## config.mk

```make
export PLATFORM = sky130hd
export DESIGN_NAME = cavlc_coeff_scan_flat
export DESIGN_NICKNAME = d
export VERILOG_FILES = /design/src/rtl/cavlc_coeff_scan_pkg.sv /design/src/rtl/cavlc_coeff_scan_if.sv /design/src/rtl/cavlc_coeff_scan_zigzag.sv /design/src/rtl/cavlc_coeff_scan.sv /design/src/flat_wrapper.sv
export SDC_FILE = /design/constraint.sdc
export NUM_CORES = 1
export LEC_CHECK = 0
export BUFFER_PORTS_ARGS = -buffer_cell sky130_fd_sc_hd__buf_2
export CAP_MARGIN = 30
export CELL_PAD_IN_SITES_DETAIL_PLACEMENT = 2
export CELL_PAD_IN_SITES_GLOBAL_PLACEMENT = 2
export CORE_MARGIN = 2
export CORE_UTILIZATION = 33
export DETAILED_ROUTE_END_ITERATION = 12
export PLACE_DENSITY = 0.88
export RECOVER_POWER = 50
export SYNTH_ARGS = -nofsm -noshare
export SYNTH_HDL_FRONTEND = slang
export SYNTH_HIERARCHICAL = 1
export SYNTH_SLANG_ARGS = --single-unit
export TNS_END_PERCENT = 30
```

## constraint.sdc

```tcl
create_clock -name clk -period 3.1 [get_ports clk]
set_input_delay 0.155 -clock clk [delete_from_list [all_inputs] [get_ports clk]]
set_output_delay 0.155 -clock clk [all_outputs]
set_load 0.03 [all_outputs]
```

## src/rtl/cavlc_coeff_scan_pkg.sv

```systemverilog
// cavlc_pkg: shared types and constants for the CAVLC coefficient scanner.
//   mode_t         block type selector (reserved encoding behaves as LUMA4x4)
//   state_t        scanner FSM states
//   ZIGZAG_LUT     scan position -> raster index for 4x4 blocks
//   CHROMA_DC_LUT  scan position -> raster index for 2x2 chroma DC
//   N_*            coefficient count per mode
package cavlc_pkg;

    typedef enum logic [1:0] {
        MODE_LUMA4X4   = 2'd0,
        MODE_AC        = 2'd1,
        MODE_CHROMA_DC = 2'd2,
        MODE_RSVD      = 2'd3
    } mode_t;

    typedef enum logic [1:0] {
        IDLE,
        SCAN,
        DONE
    } state_t;

    localparam logic [3:0] ZIGZAG_LUT [16] = '{
        4'd0, 4'd1, 4'd4, 4'd8, 4'd5, 4'd2, 4'd3, 4'd6,
        4'd9, 4'd12, 4'd13, 4'd10, 4'd7, 4'd11, 4'd14, 4'd15
    };

    localparam logic [3:0] CHROMA_DC_LUT [4] = '{4'd0, 4'd1, 4'd4, 4'd5};

    localparam int unsigned N_LUMA4X4   = 16;
    localparam int unsigned N_AC        = 15;
    localparam int unsigned N_CHROMA_DC = 4;

    // Lowest scan index examined (AC blocks skip the DC term)
    function automatic logic [3:0] first_idx(input mode_t m);
        return (m == MODE_AC) ? 4'd1 : 4'd0;
    endfunction

    // Highest scan index examined; scanning runs from here down to first_idx
    function automatic logic [3:0] start_idx(input mode_t m);
        case (m)
            MODE_AC:        return 4'(1 + N_AC - 1);
            MODE_CHROMA_DC: return 4'(N_CHROMA_DC - 1);
            default:        return 4'(N_LUMA4X4 - 1);
        endcase
    endfunction

endpackage

```

## src/rtl/cavlc_coeff_scan_if.sv

```systemverilog
// cavlc_coeff_scan_if: block-in / summary-out handshake bundle.
//   valid_i/ready_o  block offer/accept, with mode_i and raster coeff_i
//   valid_o/ready_i  summary offer/consume, with total_coeff_o,
//                    trailing_ones_o, t1_sign_o, total_zeros_o
//   With CAVLC_SCAN_LEVEL_OUT_EN: lvl_valid_o, level_o, run_before_o.
//   master = block producer / result consumer, slave = scanner.
interface cavlc_coeff_scan_if #(
    parameter int COEFF_W = 8
);
    logic                      valid_i;
    logic                      ready_o;
    logic [1:0]                mode_i;
    logic [15:0][COEFF_W-1:0]  coeff_i;
    logic                      valid_o;
    logic                      ready_i;
    logic [4:0]                total_coeff_o;
    logic [1:0]                trailing_ones_o;
    logic [2:0]                t1_sign_o;
    logic [3:0]                total_zeros_o;
`ifdef CAVLC_SCAN_LEVEL_OUT_EN
    logic                      lvl_valid_o;
    logic [COEFF_W-1:0]        level_o;
    logic [3:0]                run_before_o;
`endif

    modport master (
        output valid_i, mode_i, coeff_i, ready_i,
        input  ready_o, valid_o, total_coeff_o, trailing_ones_o,
               t1_sign_o, total_zeros_o
`ifdef CAVLC_SCAN_LEVEL_OUT_EN
        , input lvl_valid_o, level_o, run_before_o
`endif
    );

    modport slave (
        input  valid_i, mode_i, coeff_i, ready_i,
        output ready_o, valid_o, total_coeff_o, trailing_ones_o,
               t1_sign_o, total_zeros_o
`ifdef CAVLC_SCAN_LEVEL_OUT_EN
        , output lvl_valid_o, level_o, run_before_o
`endif
    );

endinterface

```

## src/rtl/cavlc_coeff_scan_zigzag.sv

```systemverilog
// cavlc_zigzag: combinational raster-to-scan reorder.
//   mode   block type (CHROMA_DC uses raster 0,1,4,5; others use zigzag)
//   coeff  16 raster-ordered coefficients
//   scan   coefficients in scan order (unused tail zeroed for CHROMA_DC)
import cavlc_pkg::*;

module cavlc_zigzag #(
    parameter int COEFF_W = 8
) (
    input  mode_t                     mode,
    input  logic [15:0][COEFF_W-1:0]  coeff,
    output logic [15:0][COEFF_W-1:0]  scan
);

    always_comb begin
        scan = '0;
        if (mode == MODE_CHROMA_DC) begin
            for (int unsigned i = 0; i < 4; i++)
                scan[i] = coeff[CHROMA_DC_LUT[i]];
        end else begin
            for (int unsigned i = 0; i < 16; i++)
                scan[i] = coeff[ZIGZAG_LUT[i]];
        end
    end

endmodule

```

## src/rtl/cavlc_coeff_scan.sv

```systemverilog
// cavlc_coeff_scan: CAVLC summary scanner for one residual block.
//   clk  rising-edge clock
//   rst  synchronous active-high reset
//   bus  cavlc_coeff_scan_if.slave (block in, summary out)
// Accepts a block in IDLE, walks it in reverse scan order one coefficient
// per cycle, then presents total_coeff / trailing_ones / t1_sign /
// total_zeros until consumed. Accept-to-valid_o latency is N+1 cycles.
// Optional macro CAVLC_SCAN_LEVEL_OUT_EN adds a per-nonzero level/run stream.
import cavlc_pkg::*;

module cavlc_coeff_scan #(
    parameter int COEFF_W = 8,
    parameter int RUN_W   = 4
) (
    input logic              clk,
    input logic              rst,
    cavlc_coeff_scan_if.slave bus
);

    state_t                    state;
    mode_t                     mode_q;
    mode_t                     mode_in;
    logic [15:0][COEFF_W-1:0]  scan_d;
    logic [15:0][COEFF_W-1:0]  scan_q;
    logic [3:0]                idx;
    logic [4:0]                total_coeff;
    logic [1:0]                t1_cnt;
    logic [2:0]                t1_sign;
    logic [RUN_W-1:0]          total_zeros;
    logic                      seen_nz;
    logic                      seen_big;
    logic                      valid_q;
    logic [COEFF_W-1:0]        cur;
    logic                      cur_nz;
    logic                      cur_one;
    logic                      last;

    assign mode_in = (bus.mode_i == MODE_RSVD) ? MODE_LUMA4X4 : mode_t'(bus.mode_i);

    cavlc_zigzag #(.COEFF_W(COEFF_W)) u_zigzag (
        .mode  (mode_in),
        .coeff (bus.coeff_i),
        .scan  (scan_d)
    );

    assign cur     = scan_q[idx];
    assign cur_nz  = |cur;
    // +1 or -1 only; the most negative value is never all-ones so it counts as big
    assign cur_one = (cur == {{(COEFF_W-1){1'b0}}, 1'b1}) || (&cur);
    assign last    = (idx == first_idx(mode_q));

    always_ff @(posedge clk) begin
        if (rst) begin
            state       <= IDLE;
            mode_q      <= MODE_LUMA4X4;
            scan_q      <= '0;
            idx         <= '0;
            total_coeff <= '0;
            t1_cnt      <= '0;
            t1_sign     <= '0;
            total_zeros <= '0;
            seen_nz     <= 1'b0;
            seen_big    <= 1'b0;
            valid_q     <= 1'b0;
        end else begin
            case (state)
                IDLE: begin
                    if (bus.valid_i) begin
                        scan_q      <= scan_d;
                        mode_q      <= mode_in;
                        idx         <= start_idx(mode_in);
                        total_coeff <= '0;
                        t1_cnt      <= '0;
                        t1_sign     <= '0;
                        total_zeros <= '0;
                        seen_nz     <= 1'b0;
                        seen_big    <= 1'b0;
                        state       <= SCAN;
                    end
                end
                SCAN: begin
                    if (cur_nz) begin
                        total_coeff <= total_coeff + 5'd1;
                        seen_nz     <= 1'b1;
                        if (!cur_one) begin
                            seen_big <= 1'b1;
                        end else if (!seen_big && t1_cnt != 2'd3) begin
                            case (t1_cnt)
                                2'd0:    t1_sign[0] <= cur[COEFF_W-1];
                                2'd1:    t1_sign[1] <= cur[COEFF_W-1];
                                default: t1_sign[2] <= cur[COEFF_W-1];
                            endcase
                            t1_cnt <= t1_cnt + 2'd1;
                        end
                    end else if (seen_nz) begin
                        total_zeros <= total_zeros + {{(RUN_W-1){1'b0}}, 1'b1};
                    end
                    if (last)
                        state <= DONE;
                    else
                        idx <= idx - 4'd1;
                end
                DONE: begin
                    // First DONE cycle only raises valid_o, giving N+1 latency
                    // and a slot for the final level pulse ahead of valid_o.
                    if (!valid_q) begin
                        valid_q <= 1'b1;
                    end else if (bus.ready_i) begin
                        valid_q <= 1'b0;
                        state   <= IDLE;
                    end
                end
                default: state <= IDLE;
            endcase
        end
    end

    assign bus.ready_o         = (state == IDLE);
    assign bus.valid_o         = valid_q;
    assign bus.total_coeff_o   = total_coeff;
    assign bus.trailing_ones_o = t1_cnt;
    assign bus.t1_sign_o       = t1_sign;
    assign bus.total_zeros_o   = total_zeros;

`ifdef CAVLC_SCAN_LEVEL_OUT_EN
    // Each nonzero is held pending until the next lower nonzero is examined
    // (or the scan ends) so that its run_before is known when emitted.
    logic               pend_v;
    logic [COEFF_W-1:0] pend_lvl;
    logic [RUN_W-1:0]   run_cnt;

    always_ff @(posedge clk) begin
        if (rst) begin
            pend_v   <= 1'b0;
            pend_lvl <= '0;
            run_cnt  <= '0;
        end else if (state == IDLE && bus.valid_i) begin
            pend_v  <= 1'b0;
            run_cnt <= '0;
        end else if (state == SCAN) begin
            if (cur_nz) begin
                pend_v   <= 1'b1;
                pend_lvl <= cur;
                run_cnt  <= '0;
            end else if (pend_v) begin
                run_cnt <= run_cnt + {{(RUN_W-1){1'b0}}, 1'b1};
            end
        end
    end

    assign bus.lvl_valid_o  = pend_v && ((state == SCAN && cur_nz) || (state == DONE && !valid_q));
    assign bus.level_o      = pend_lvl;
    assign bus.run_before_o = run_cnt;
`endif

endmodule

```

## src/flat_wrapper.sv

```systemverilog
// flat-port wrapper written by rule: the top's interface ports become plain ports
module cavlc_coeff_scan_flat 
#(
    parameter int COEFF_W = 8,
    parameter int RUN_W   = 4
)
  (clk, rst, bus_valid_i, bus_mode_i, bus_coeff_i, bus_ready_i, bus_ready_o, bus_valid_o, bus_total_coeff_o, bus_trailing_ones_o, bus_t1_sign_o, bus_total_zeros_o);
  cavlc_coeff_scan_if #(.COEFF_W(COEFF_W)) bus_i ();
  input logic clk;
  input logic rst;
  input wire logic [$bits(bus_i.valid_i)-1:0] bus_valid_i;
  input wire logic [$bits(bus_i.mode_i)-1:0] bus_mode_i;
  input wire logic [$bits(bus_i.coeff_i)-1:0] bus_coeff_i;
  input wire logic [$bits(bus_i.ready_i)-1:0] bus_ready_i;
  output wire logic [$bits(bus_i.ready_o)-1:0] bus_ready_o;
  output wire logic [$bits(bus_i.valid_o)-1:0] bus_valid_o;
  output wire logic [$bits(bus_i.total_coeff_o)-1:0] bus_total_coeff_o;
  output wire logic [$bits(bus_i.trailing_ones_o)-1:0] bus_trailing_ones_o;
  output wire logic [$bits(bus_i.t1_sign_o)-1:0] bus_t1_sign_o;
  output wire logic [$bits(bus_i.total_zeros_o)-1:0] bus_total_zeros_o;
  assign bus_i.valid_i = bus_valid_i;
  assign bus_i.mode_i = bus_mode_i;
  assign bus_i.coeff_i = bus_coeff_i;
  assign bus_i.ready_i = bus_ready_i;
  assign bus_ready_o = bus_i.ready_o;
  assign bus_valid_o = bus_i.valid_o;
  assign bus_total_coeff_o = bus_i.total_coeff_o;
  assign bus_trailing_ones_o = bus_i.trailing_ones_o;
  assign bus_t1_sign_o = bus_i.t1_sign_o;
  assign bus_total_zeros_o = bus_i.total_zeros_o;
  cavlc_coeff_scan #(.COEFF_W(COEFF_W), .RUN_W(RUN_W)) u_core (.clk(clk), .rst(rst), .bus(bus_i));
endmodule
```

* After elaboration in Yosys (flattened, before gate mapping)
Cells that the tools add are included.
** Cells by class
- Reductions and logical operators :: 19
- Add/sub/neg operators :: 4
- Multiplexer cells :: 43
- Magnitude comparators :: 1
- Equality and inequality tests :: 23
** Operators by type and width (count)
- 96-bit 2-to-1 mux :: 1
- 8-bit binary-select mux with 4-bit select :: 1
- 32-bit 2-to-1 mux :: 1
- 4-bit 2-to-1 mux :: 6
- 2-bit 2-to-1 mux :: 9
- 2-bit != test (second input constant) :: 9
- 6-bit AND reduction :: 3
- 4-bit one-hot mux with 2 select lines :: 2
- 3-bit 2-to-1 mux :: 4
- 2-bit by 1-bit != test with 1-bit output (second input constant) :: 6
- 4-bit AND reduction :: 3
- 1-bit 2-to-1 mux :: 10
- 5-bit 2-to-1 mux :: 2
- 5-bit one-hot mux with 2 select lines :: 1
- 8-bit by 1-bit equality test with 1-bit output (second input constant) :: 1
- 8-bit 2-to-1 mux :: 1
- 8-bit AND reduction :: 1
- 8-bit OR reduction :: 1
- 2-bit by 1-bit equality test with 1-bit output (second input constant) :: 3
- 2-bit equality test (second input constant) :: 3
- 2-bit one-hot mux with 3 select lines :: 1
- 3-bit one-hot mux with 2 select lines :: 1
- 3-bit AND reduction :: 2
- 5-bit by 1-bit adder with 5-bit output (second input constant) :: 1
- other kinds (15) :: 17
** Word-level totals
- Bits of input ports :: 134
- Word-level logic and storage cells :: 118
- Flip-flop bits (word level) :: 153
- Output and inout bits :: 16

* Logic depth before layout (Yosys ltp)
- Word-level depth :: 7
- Mapped depth :: 11
- Depth with buffers taken out :: 7

* By module
Netlist, hierarchy kept.
** Modules (own cells, without submodules)
- cavlc_coeff_scan :: instances 1, sequential area each 3062.9 um^2, area each 6867.8 um^2, cells each 806
- cavlc_zigzag :: instances 1, sequential area each 0.0 um^2, area each 1016.0 um^2, cells each 140

* Worst setup path after synthesis
Ideal clock, no wire load.
- Kind :: register to register
- Start point :: register u_core.idx[0]
- End point :: register u_core.t1_cnt[0] (netlist: u_core/bus.trailing_ones_o[0])
- Path buffers :: 1
- Setup time :: 0.122 ns
- Slack :: 0.663 ns
- Arrival :: 2.314 ns
- Stages on the path, launching flop included :: 8
- Period minus slack after synthesis :: 2.437 ns
- Cell sequence :: dfxtp_1 > buf_6 > mux4_1 > mux4_2 > nand3b_1 > a2111oi_4 > o32a_2 > o21ai_1
** Between the ends
- Cells in the longest elaborated chain, start to end :: 6
- Elaborated cells between the ends (all ways) :: 9
- Those cells by class :: eq/ne (3); mux (2); reduce/logical (4)
** Ends and longest elaborated chain
- start: declaration :: RTL line cavlc_coeff_scan.sv:25 : logic [3:0] idx;
- start signal: assignment :: RTL line cavlc_coeff_scan.sv:71 : idx <= start_idx(mode_in);
- start signal: assignment :: RTL line cavlc_coeff_scan.sv:101 : idx <= idx - 4'd1;
- 8-bit binary-select mux with 4-bit select (*) :: RTL line cavlc_coeff_scan.sv:46 : assign cur = scan_q[idx];
- 8-bit 2-to-1 mux (not written as such) (*) :: RTL line cavlc_coeff_scan.sv:46
- 8-bit by 1-bit equality test with 1-bit output or 8-bit AND reduction (tied branches) :: RTL line cavlc_coeff_scan.sv:49 : assign cur_one = (cur == {{(COEFF_W-1){1'b0}}, 1'b1}) || (&cur);
- 1-bit logical OR :: RTL line cavlc_coeff_scan.sv:49
- 2-bit by 1-bit != test with 1-bit output (no source line)
- 5-bit AND reduction (no source line) (*)
- end signal: assignment :: RTL line cavlc_coeff_scan.sv:93 : t1_cnt <= t1_cnt + 2'd1;
- end: declaration :: RTL line cavlc_coeff_scan.sv:27 : logic [1:0] t1_cnt;
Mark *: on every way between the ends. The rest lies on a longest branch, timed or not. The select of a mux whose other input is x is not followed.
A chain may end at the register's enable or synchronous reset.

* Final worst setup path
- Start point :: register u_core.idx[0]
- End point :: register u_core.t1_sign[1] (netlist: u_core/bus.t1_sign_o[1])
** Between the ends
- Cells in the longest elaborated chain, start to end :: 7
- Elaborated cells between the ends (all ways) :: 14
- Those cells by class :: eq/ne (3); mux (7); reduce/logical (4)
** Ends and longest elaborated chain
- 8-bit binary-select mux with 4-bit select (*) :: RTL line cavlc_coeff_scan.sv:46
- 8-bit 2-to-1 mux (not written as such) (*) :: RTL line cavlc_coeff_scan.sv:46
- 1-bit 2-to-1 mux :: RTL line cavlc_coeff_scan.sv:88 : case (t1_cnt)
- 3-bit 2-to-1 mux :: RTL line cavlc_coeff_scan.sv:87 : end else if (!seen_big && t1_cnt != 2'd3) begin
- 3-bit 2-to-1 mux :: RTL line cavlc_coeff_scan.sv:85 : if (!cur_one) begin
- 3-bit 2-to-1 mux :: RTL line cavlc_coeff_scan.sv:82 : if (cur_nz) begin
- 3-bit one-hot mux with 2 select lines :: RTL line cavlc_coeff_scan.sv:66 : case (state)
- end signal: assignment :: RTL line cavlc_coeff_scan.sv:90 : 2'd1: t1_sign[1] <= cur[COEFF_W-1];
- end: declaration :: RTL line cavlc_coeff_scan.sv:28 : logic [2:0] t1_sign;
Marked as above.

==> key figures <==
Detailed routing
  • Via count: 7325
  • DRT met1 WL: 12700 µm
  • WL met2: 15200 µm
  • DRT iter0 DRCs: 439
  • Via-to-Cell Ratio: 5.30
  • Final wirelength: 30500 µm
  • DR pass1 iterations: 8
  • Drc violations: 0
  • Met3 Wirelength: 1490 µm
  • Wire per inst: 22.1 µm
  • Top Metal Used: met4
  • ANT nets after route: 0

Layout
  • Share of cells above drive strength 1: 21.5%
  • Post-route cell area: 0.00929 mm²
  • Nets: 1190
  • P&R area growth vs syn: 17.8%
  • Fill cells: 2647
  • Area of the multi-input gates: 0.00420 mm²
  • Sequential Area: 0.00307 mm²
  • Commonest non-fill, non-tap cells in the layout: nand2_1, dfxtp_1, a21oi_1, buf_2, and2_1
  • Antenna fix cells: 0
  • Commonest non-fill, non-tap cell in the layout: nand2_1

Worst setup path
  • CP peak stage delay: 580 ps
  • CP Max Fanout: 17
  • CP Launch Type: flop
  • Worst Path Required: 3460 ps
  • Critical Path Sink Type: flop
  • Slowest cell on crit path: or4_1
  • Arrival time worst endpoint: 3420 ps
  • Crit path cell chain: buf_4 -> mux2i_1 -> a221oi_1 -> o21ai_0 -> a22oi_1 -> nor4bb_1 -> buf_4 -> or4_1 -> o211ai_2
  • Crit-path most repeated cell: buf_4
  • Kind of critical path: flop to flop

Power and ir drop
  • Portion of total power attributed to sequential cells: 39.6%
  • Pwr/cell area: 625 mW/mm²
  • Power Internal: 3.81 mW
  • Worst VDD drop: 0.000395 V
  • Lkg Pwr: 3.64 nW
  • Comb power frac: 24.6%
  • Clk network pwr share: 35.8%
  • Sw Share: 34.4%
  • Net Sw Power: 2.00 mW

Logic synthesis
  • Syn Nets: 1086
  • Sequential share of the synthesized area: 38.9%
  • Syn Area/Cell: 8.33 µm²
  • Netlist cell types: 63
  • Synthesized area: 0.00788 mm²
  • Post-Syn Instances: 946
  • Yosys reg bits: 153
  • Synth Warn #: 6

Global routing
  • Gr usage total: 24.5%
  • Largest net degree at the start of global routing: 105
  • Vias in the first global route: 8004
  • Initial antenna violation count: 0
  • First-pass GRT wire length: 46200 µm
  • Overflow after GRT: 0

Timing
  • Worst-Margin Slew: 2190 ps
  • Slew Limit Headroom: -46.0%
  • Fmax: 0.328 GHz
  • Min cycle time layout: 3050 ps
  • Slew Viols, Final: 49
  • Post-route setup slack: 48.1 ps
  • Period utilisation layout: 98.4%
  • Final Hold Viols: 0
  • Final number of setup-violating endpoints: 0
  • Clk_skew: 24.8 ps

Floorplan
  • I/O pin total: 150
  • Total core area: 0.0235 mm²
  • Initial core utilization: 33.6%
  • Die width: 159 µm
  • Rows: 56
  • Die area: 0.0251 mm²
  • Chip Height: 159 µm

CTS
  • CTS Buf Count: 17
  • Worst-path clk slew: 70 ps
  • Clock Sinks: 153
  • Clock tree buffer depth: 2
  • H-tree depth: 4
  • Root Driver: clkbuf_16
  • CTS tree: yes
  • Clock Latency Late Sink: 450 ps

Placement
  • Post-DP Area: 0.00858 mm²
  • DP HPWL: 19800 µm
  • IO Port Bufs: 149
  • DP Worst Slack: 141 ps
  • GP Congestion: 0.846

Status
  • Status: finished, violations left
  • Violated checks: capacitance limit, slew limit

Worst hold path
  • Hold WC Path Type: input pin to flop

Flow run
  • Maximum capacitance violations: 1
## routing by layer
metal	GRT usage, %	vias to the layer above
li1	-	3366
met5	0	-
met1	29.0	3620
met3	5.14	78
met2	42.7	261
met4	10.8	0
## per-stage QoR
| stage | instances | hold slack (ps) | setup TNS, ps | power (mW) | utilization (%) |
|---|---|---|---|---|---|
| 3_5_place_dp | 1331 | 412 | 0 | 3.67 | 36.5 |
| 5_1_grt | 1382 | 7.65 | -146 | 6.05 | 39.6 |
| 4_1_cts | 1381 | 3.74 | 0 | 5.82 | 39.8 |
| 2_1_floorplan | 946 | 331 | 0 | 3.27 | - |
| 3_3_place_gp | 1331 | 409 | 0 | 3.59 | 36.5 |
| 6_report | 1382 | 4.36 | 0 | 5.80 | 39.6 |
## logic make-up after synthesis
group                    after synthesis  share of synthesized area, %
AND/OR/NAND/NOR                      431                          25.2
AO/OA/AOI/OAI                        192                          14.8
multiplexers                          55                          12.0
XOR/XNOR                               2                         0.222
adder cells (fa/ha/maj)                6                         0.952
flip-flops                           153                          38.9
buffers and inverters                107                          7.98
## worst max-delay path, delay by kind of cell (launching register included)
kind                   cells  cell delay [ps]
AND/OR/NAND/NOR            2              740
buffers and inverters      2              530
flip-flops                 1              500
AO/OA/AOI/OAI              4              840
multiplexers               1              380
## final timing paths
| kind | startpoint | end | slack (ps) | depth (start not counted) |
|---|---|---|---|---|
| min | bus_coeff_i[38] | u_core/scan_q[22]$_SDFFE_PP0P_ | 4 | 3 |
| max | u_core/idx[0]$_SDFFE_PP0P_ | u_core/bus.t1_sign_o[1]$_SDFFE_PP0P_ | 50 | 9 |
| max reg2reg | u_core/idx[0]$_SDFFE_PP0P_ | u_core/bus.t1_sign_o[1]$_SDFFE_PP0P_ | 50 | 9 |
| min reg2reg | u_core/scan_q[75]$_SDFFE_PP0P_ | u_core/scan_q[75]$_SDFFE_PP0P_ | 470 | 2 |
## Yosys cell counts, drive strengths merged
cell | n | area, µm²
ha | 6 | 75.1
buf | 43 | 379
and4 | 3 | 28.8
or3 | 2 | 12.5
inv | 10 | 37.5
clkbuf | 53 | 209
o32a | 1 | 11.3
nand4 | 2 | 12.5
o21a | 1 | 7.51
a31o | 2 | 26.3
or4 | 3 | 22.5
nand3 | 9 | 45.0
a22oi | 6 | 63.8
o31ai | 1 | 7.51
clkinv | 1 | 3.75
a31oi | 4 | 25.0
mux2 | 11 | 154
o21bai | 2 | 18.8
a21o | 4 | 30.0
o211ai | 5 | 52.6
nor2 | 16 | 60.1
or3b | 1 | 8.76
a211oi | 3 | 22.5
a221oi | 8 | 82.6
and2 | 98 | 613
dfxtp | 153 | 3060
a32oi | 1 | 8.76
a2111oi | 1 | 27.5
nand3b | 1 | 7.51
a21oi | 141 | 709
nand2 | 274 | 1030
mux4 | 26 | 616
o2bb2ai | 1 | 8.76
or2 | 4 | 25.0
and3 | 1 | 6.26
a211o | 1 | 8.76
xnor2 | 2 | 17.5
nand2b | 8 | 57.6
a41o | 1 | 10.0
mux2i | 18 | 180
nor3 | 4 | 20.0
o21ai | 9 | 45.0
nor4bb | 1 | 10.0
nor2b | 4 | 25.0
## power groups by stage
stage	Sequential, mW	Combinational [mW]	Clock [mW]
after floorplan	2.24	1.03	0
after global placement	2.31	1.27	0
after detailed placement	2.32	1.34	0
after CTS	2.29	1.42	2.11
after global routing	2.31	1.54	2.20
final	2.30	1.43	2.07
## timing repair
action | in CTS | in global routing
hold buffers | 18 | 0
hold endpoints to repair | 18 | 0
pin swaps | 0 | 1
resized for setup | 2 | 1
buffers inserted | 0 | 1
setup endpoints to repair | 2 | 5
## registers in the layout, indices dropped and copies added (netlist names)
register	cells
u_core/idx	4
u_core/bus.trailing_ones_o	2
u_core/bus.total_coeff_o	5
u_core/bus.total_zeros_o	4
u_core/seen_nz	1
u_core/bus.t1_sign_o	3
u_core/bus.valid_o	1
u_core/scan_q	128
u_core/mode_q	2
u_core/seen_big	1
u_core/state	2
## area by class of cell
class,instances,share of cell area [%]
Clock buffer,18,4.62
Clock inverter,14,1.52
Inverter,11,0.445
Multi-Input combinational cell,686,45.3
Sequential cell,153,33.0
Tap cell,319,4.30
Timing Repair Buffer,181,10.8
No activity file was read; power rests on OpenSTA's default activity.
